<file path="src/rtl/if_id_pkg.sv">
`default_nettype none
// ============================================================================
// Module  : if_id_pkg
// Brief   : Shared state encoding, NOP default and counter helper for IF/ID.
// Rev     : 1.0
// ============================================================================
package if_id_pkg;

   typedef enum logic [1:0] {
      ST_EMPTY = 2'd0,
      ST_ONE   = 2'd1,
      ST_FULL  = 2'd2
   } state_t;

   localparam logic [31:0] NOP_INST_DEFAULT = 32'h0000_0000;

   // True while a counter of the given width has not yet reached all-ones.
   function automatic logic cnt_can_inc(input logic [31:0] value, input int unsigned width);
      logic [32:0] limit;
      limit = (33'd1 << width) - 33'd1;
      return {1'b0, value} != limit;
   endfunction

endpackage
`default_nettype wire

</file>
<file path="src/rtl/if_id_entry.sv">
`default_nettype none
// ============================================================================
// Module  : if_id_entry
// Brief   : pc + instruction holding register with load and synchronous clear.
// Rev     : 1.0
// ============================================================================
module if_id_entry
   import if_id_pkg::*;
#(
   parameter int                ADDR_W   = 32,
   parameter int                INST_W   = 32,
   parameter logic [INST_W-1:0] NOP_INST = INST_W'(NOP_INST_DEFAULT)
) (
   input  logic              clk,
   input  logic              rst,
   input  logic              load,
   input  logic              clear,
   input  logic [ADDR_W-1:0] pc_d,
   input  logic [INST_W-1:0] inst_d,
   output logic [ADDR_W-1:0] pc_q,
   output logic [INST_W-1:0] inst_q
);

   // Clear wins over load so a flush can never let a new entry slip in.
   always_ff @(posedge clk or negedge rst) begin
      if (!rst) begin
         pc_q   <= '0;
         inst_q <= NOP_INST;
      end else if (clear) begin
         pc_q   <= '0;
         inst_q <= NOP_INST;
      end else if (load) begin
         pc_q   <= pc_d;
         inst_q <= inst_d;
      end
   end

endmodule
`default_nettype wire

</file>
<file path="src/rtl/if_id_skid_stage.sv">
`default_nettype none
// ============================================================================
// Module  : if_id_skid_stage
// Brief   : IF->ID boundary with 2-entry skid buffer, flush and stat counters.
// Rev     : 1.0
// ============================================================================
module if_id_skid_stage
   import if_id_pkg::*;
#(
   parameter int                ADDR_W   = 32,
   parameter int                INST_W   = 32,
   parameter int                CNT_W    = 16,
   parameter logic [INST_W-1:0] NOP_INST = INST_W'(NOP_INST_DEFAULT)
) (
   input  logic              clk,
   input  logic              rst,
   input  logic              flush,
   input  logic              in_valid,
   output logic              in_ready,
   input  logic [ADDR_W-1:0] pc_in,
   input  logic [INST_W-1:0] instruction_in,
   output logic              out_valid,
   input  logic              out_ready,
   output logic [ADDR_W-1:0] pc_out,
   output logic [INST_W-1:0] instruction_out,
   output logic [1:0]        occupancy,
   output logic [CNT_W-1:0]  flush_count,
   output logic [CNT_W-1:0]  stall_count
);

   localparam logic [CNT_W-1:0] c_cnt_one = CNT_W'(1);

   state_t            r_state;
   state_t            w_state_next;
   logic              w_accept;
   logic              w_pop;
   logic              w_head_load;
   logic              w_head_from_skid;
   logic              w_head_clear;
   logic              w_skid_load;
   logic              w_skid_clear;
   logic [ADDR_W-1:0] w_head_pc_d;
   logic [INST_W-1:0] w_head_inst_d;
   logic [ADDR_W-1:0] w_skid_pc;
   logic [INST_W-1:0] w_skid_inst;
   logic [CNT_W-1:0]  r_flush_cnt;
   logic [CNT_W-1:0]  r_stall_cnt;

   // Handshake flags come from the state register alone.
   assign in_ready  = (r_state != ST_FULL);
   assign out_valid = (r_state != ST_EMPTY);
   assign occupancy = r_state;
   assign w_accept  = in_valid & in_ready;
   assign w_pop     = out_valid & out_ready;

   always_ff @(posedge clk or negedge rst) begin
      if (!rst) r_state <= ST_EMPTY;
      else      r_state <= w_state_next;
   end

   always_comb begin
      w_state_next     = r_state;
      w_head_load      = 1'b0;
      w_head_from_skid = 1'b0;
      w_head_clear     = 1'b0;
      w_skid_load      = 1'b0;
      w_skid_clear     = 1'b0;
      case (r_state)
         ST_EMPTY: begin
            if (w_accept) begin
               w_state_next = ST_ONE;
               w_head_load  = 1'b1;
            end
         end
         ST_ONE: begin
            if (w_accept && w_pop) begin
               w_head_load  = 1'b1;
            end else if (w_accept) begin
               w_state_next = ST_FULL;
               w_skid_load  = 1'b1;
            end else if (w_pop) begin
               w_state_next = ST_EMPTY;
               w_head_clear = 1'b1;
            end
         end
         ST_FULL: begin
            if (w_pop) begin
               w_state_next     = ST_ONE;
               w_head_load      = 1'b1;
               w_head_from_skid = 1'b1;
               w_skid_clear     = 1'b1;
            end
         end
         default: begin
            w_state_next = ST_EMPTY;
            w_head_clear = 1'b1;
            w_skid_clear = 1'b1;
         end
      endcase
      if (flush) begin
         w_state_next = ST_EMPTY;
         w_head_load  = 1'b0;
         w_skid_load  = 1'b0;
         w_head_clear = 1'b1;
         w_skid_clear = 1'b1;
      end
   end

   assign w_head_pc_d   = w_head_from_skid ? w_skid_pc   : pc_in;
   assign w_head_inst_d = w_head_from_skid ? w_skid_inst : instruction_in;

   if_id_entry #(
      .ADDR_W   (ADDR_W),
      .INST_W   (INST_W),
      .NOP_INST (NOP_INST)
   ) u_head (
      .clk    (clk),
      .rst    (rst),
      .load   (w_head_load),
      .clear  (w_head_clear),
      .pc_d   (w_head_pc_d),
      .inst_d (w_head_inst_d),
      .pc_q   (pc_out),
      .inst_q (instruction_out)
   );

   if_id_entry #(
      .ADDR_W   (ADDR_W),
      .INST_W   (INST_W),
      .NOP_INST (NOP_INST)
   ) u_skid (
      .clk    (clk),
      .rst    (rst),
      .load   (w_skid_load),
      .clear  (w_skid_clear),
      .pc_d   (pc_in),
      .inst_d (instruction_in),
      .pc_q   (w_skid_pc),
      .inst_q (w_skid_inst)
   );

   // Stall qualifier uses the pre-flush handshake, so a flush cycle can count too.
   always_ff @(posedge clk or negedge rst) begin
      if (!rst) begin
         r_flush_cnt <= '0;
         r_stall_cnt <= '0;
      end else begin
         if (flush && cnt_can_inc(32'(r_flush_cnt), CNT_W))
            r_flush_cnt <= r_flush_cnt + c_cnt_one;
         if (out_valid && !out_ready && cnt_can_inc(32'(r_stall_cnt), CNT_W))
            r_stall_cnt <= r_stall_cnt + c_cnt_one;
      end
   end

   assign flush_count = r_flush_cnt;
   assign stall_count = r_stall_cnt;

endmodule
`default_nettype wire

</file>
<file path="config.mk">
export PLATFORM = sky130hd
export DESIGN_NAME = if_id_skid_stage
export DESIGN_NICKNAME = d
export VERILOG_FILES = /design/src/rtl/if_id_pkg.sv /design/src/rtl/if_id_entry.sv /design/src/rtl/if_id_skid_stage.sv
export SDC_FILE = /design/constraint.sdc
export NUM_CORES = 1
export LEC_CHECK = 0
export ABC_CLOCK_PERIOD_IN_PS = 5450
export CAP_MARGIN = 20
export CORE_MARGIN = 3
export CORE_UTILIZATION = 54
export DETAILED_ROUTE_END_ITERATION = 10
export PLACE_DENSITY = 0.86
export SLEW_MARGIN = 25
export SYNTH_ARGS = -nofsm -noshare
export SYNTH_HDL_FRONTEND = slang
export SYNTH_SLANG_ARGS = --single-unit
</file>
<file path="constraint.sdc">
create_clock -name clk -period 5.45 [get_ports clk]
set_clock_uncertainty 0.2 [all_clocks]
set_input_delay 1.3625 -clock clk [delete_from_list [all_inputs] [get_ports clk]]
set_output_delay 1.3625 -clock clk [all_outputs]
set_load 0.02 [all_outputs]
</file>
==> metrics.md <==
| Metric | Value |
|---|---|
| Status | completed |
| R2R setup slack | 2.79 ns |
| Worst slew pin tran | 0.858 ns |
| Row count | 41 |
| Final WL | 19100 um |
| CP max FO | 44 |
| Total CTS buffers | 17 |
| Clock buffer depth | 2 |
| Core area | 12800 um2 |
| Effective utilization at floorplan | 0.563 |
| WP buf/inv | 2 |
| Starting DRC count in detailed routing | 595 |
| Final #Nets | 887 |
| Top-level I/O count | 169 |
| Arr. time, crit path | 3.75 ns |
| Clock root cell | clkbuf_16 |
| Largest net degree at the start of global routing | 69 |
| Commonest non-fill, non-tap cell in the layout | clkdlybuf4s50_1 |
| CP required | 5.58 ns |
| CP Capture Type | register |
| Die X | 122 um |
| Worst Setup Start Kind | input pin |
| Cell Chain, Critical Path | clkdlybuf4s50_1, nor2b_1, and2_2, buf_4, nand2_1, a21oi_1 |
| Mapped Cells | 665 |
| Post-synthesis cell type count | 44 |
| Initial antenna violation count | 0 |
| Clock-pin transition on the worst setup and hold timing paths | 0.06 ns |
| Crit-path max cell delay | 0.79 ns |
| Final global-route overflow total | 0 |
| CTS hold repair buffers | 0 |
| Final setup viols | 0 |
| GPL Wtd Cong | 0.946 |
| CTS tree | yes |
| Power Density | 334 nW/um2 |
| Syn_area_per_cell | 10.9 um2 |
| Hold WC Path Type | reg2reg |
| Slowest cell on crit path | and2_2 |
| Non-Filler Cell Area, Final | 9620 um2 |
| Register area share after synthesis | 0.561 |
| Ys Warns | 0 |
| Number of synthesized register bits | 162 |
| Post-synth EDFFs | 0 |
| CTS resizes | 0 |
| Layout cells sized above 1 | 0.0642 |
| Max-slew headroom | 0.428 |
| IR Drop Worst-Case VDD | 333 uV |
| IO buf count | 168 |
| Leakage | 4.45 nW |
| Total negative setup slack | 0 ns |
| DR pass1 iterations | 5 |
| Final Critical Period | 3.62 ns |
| Routed vias | 5901 |
| RSZ-0062 raised after global routing | false |
| Gr usage total | 0.264 |
| Htree depth | 4 |
| Delay-heaviest family, CP | simple AND/OR/NAND/NOR gates |
| Post-DP HPWL | 12100 um |
| Async S/R FF share, synth | 1.00 |
| Hold Violations, Final | 0 |
| Routed Antenna Nets | 0 |
| Die area | 14800 um2 |
| Crit Path Class | in2reg |
| Post-DR vias/cell | 5.92 |
| Cell Area, Synth | 7220 um2 |
| Routed len/inst | 19.1 um |
| Max Fclk | 0.276 GHz |
| Clk_lat worst skew | 0.42 ns |
| Slew Viols, Final | 0 |
| GRT met2 Usage | 0.444 |
| Vias in the first global route | 6006 |
| Prevailing post-synth register cell | dfrtp_1 |
| GR Util met3 | 0.0673 |
| Most frequent cells in the layout | 167 x clkdlybuf4s50_1, 162 x dfrtp_1, 143 x nand2_1 |
| Global routing's busiest layer | met2 |
| MaxCap Viol Count | 0 |
| DIE HEIGHT | 122 um |
| Area grow syn2layout | 33.2% |
| Syn nets | 736 |
| Placed cell area | 8990 um2 |
| N_diodes | 0 |
| Post-CTS setup buffer count | 0 |
| Residual DRC | 0 |
| Global Route met1 Usage | 0.339 |
| Sink Count | 162 |
| Final period util | 0.665 |
| Global-route wire length before repair | 30900 um |
layer usage:
| metal | wire length, um | part of all wire | vias to the layer above |
|---|---|---|---|
| li1 | - | - | 2659 |
| met1 | 7930 | 0.42 | 2983 |
| met2 | 9540 | 0.50 | 227 |
| met3 | 1310 | 0.069 | 32 |
| met4 | 307 | 0.016 | 0 |
| met5 | 0 | 0 | - |
Yosys cell counts, drive strengths merged (2+ instances only):
cell type | number | share of area
nor3 | 11 | 0.0076
mux2 | 6 | 0.0094
nand4 | 9 | 0.011
o2bb2ai | 64 | 0.078
nand2b | 4 | 0.0035
xor2 | 16 | 0.019
a21oi | 69 | 0.048
buf | 29 | 0.020
or2 | 2 | 0.0017
nor2b | 2 | 0.0017
nand3b | 2 | 0.0021
and4 | 4 | 0.0049
nor2 | 12 | 0.0066
dfrtp | 162 | 0.56
o21ai | 2 | 0.0014
nand2 | 144 | 0.075
nand3 | 10 | 0.0069
clkbuf | 14 | 0.0073
ha | 2 | 0.0035
xnor2 | 8 | 0.0097
or3 | 2 | 0.0024
nor4 | 8 | 0.0099
and3 | 4 | 0.0035
mux2i | 65 | 0.090
inv | 2 | 0.0010
where the power goes:
group / leakage, nW / internal, W / total [W] / switching, W
logic: 1.95 / 0.000255 / 0.000546 / 0.000291
clock network: 0.302 / 0.000826 / 0.00127 / 0.000444
registers: 2.19 / 0.00129 / 0.00139 / 0.000102
sequential cells by signal, summed over array words and instances, names as in the netlist:
| signal | cells |
|---|---|
| stall_count | 16 |
| flush_count | 16 |
| u_head.pc_q | 32 |
| u_skid.pc_q | 32 |
| u_head.inst_q | 32 |
| occupancy | 2 |
| u_skid.inst_q | 32 |
layout make-up:
class / instances / area (um2)
clock buffer: 22 / 464
clock inverter: 6 / 155
fill: 854 / 3210
inverter: 2 / 7.51
multi-input combinational: 458 / 2980
sequential: 162 / 4050
tap: 172 / 215
timing repair buffer: 175 / 1740
final timing paths:
kind,endpoint,cells after the start,startpoint
worst max-delay path,u_skid.pc_q[7],6,out_ready
min in group asynchronous,u_head.pc_q[4],1,rst
worst min register to register,u_head.pc_q[2],1,u_head.pc_q[2]
worst min-delay path,u_head.pc_q[2],1,u_head.pc_q[2]
max in group asynchronous,u_head.pc_q[0],2,rst
worst max register to register,u_skid.pc_q[7],5,occupancy[0]
stage by stage:
stage | hold slack [ns] | utilization | std cells | total power [W] | worst slack [ns]
final | 0.287 | 0.750 | 997 | 0.00321 | 1.83
after detailed placement | 0.273 | 0.701 | 969 | 0.00195 | 1.47
after CTS | 0.295 | 0.749 | 997 | 0.00323 | 1.84
after floorplan | 0.301 | - | 665 | 0.00165 | 2.66
after global placement | 0.270 | 0.701 | 969 | 0.00193 | 1.64
after global routing | 0.308 | 0.750 | 997 | 0.00333 | 1.69
worst reg2reg max path, delay by kind of cell, from the launching register on:
kind	cells	cell delay [ns]
buffers and inverters	1	0.41
AO/OA/AOI/OAI	1	0.17
flip-flops	1	0.51
AND/OR/NAND/NOR	3	1.28
kinds of logic after synthesis:
logic type	count (synthesis)	share of synthesized area
adder cells (fa/ha/maj)	2	0.00347
XOR/XNOR	24	0.0291
buffers and inverters	45	0.0284
AND/OR/NAND/NOR	220	0.145
AO/OA/AOI/OAI	141	0.134
multiplexers	71	0.0995
flip-flops	162	0.561
(Power assumes the default switching activity.)
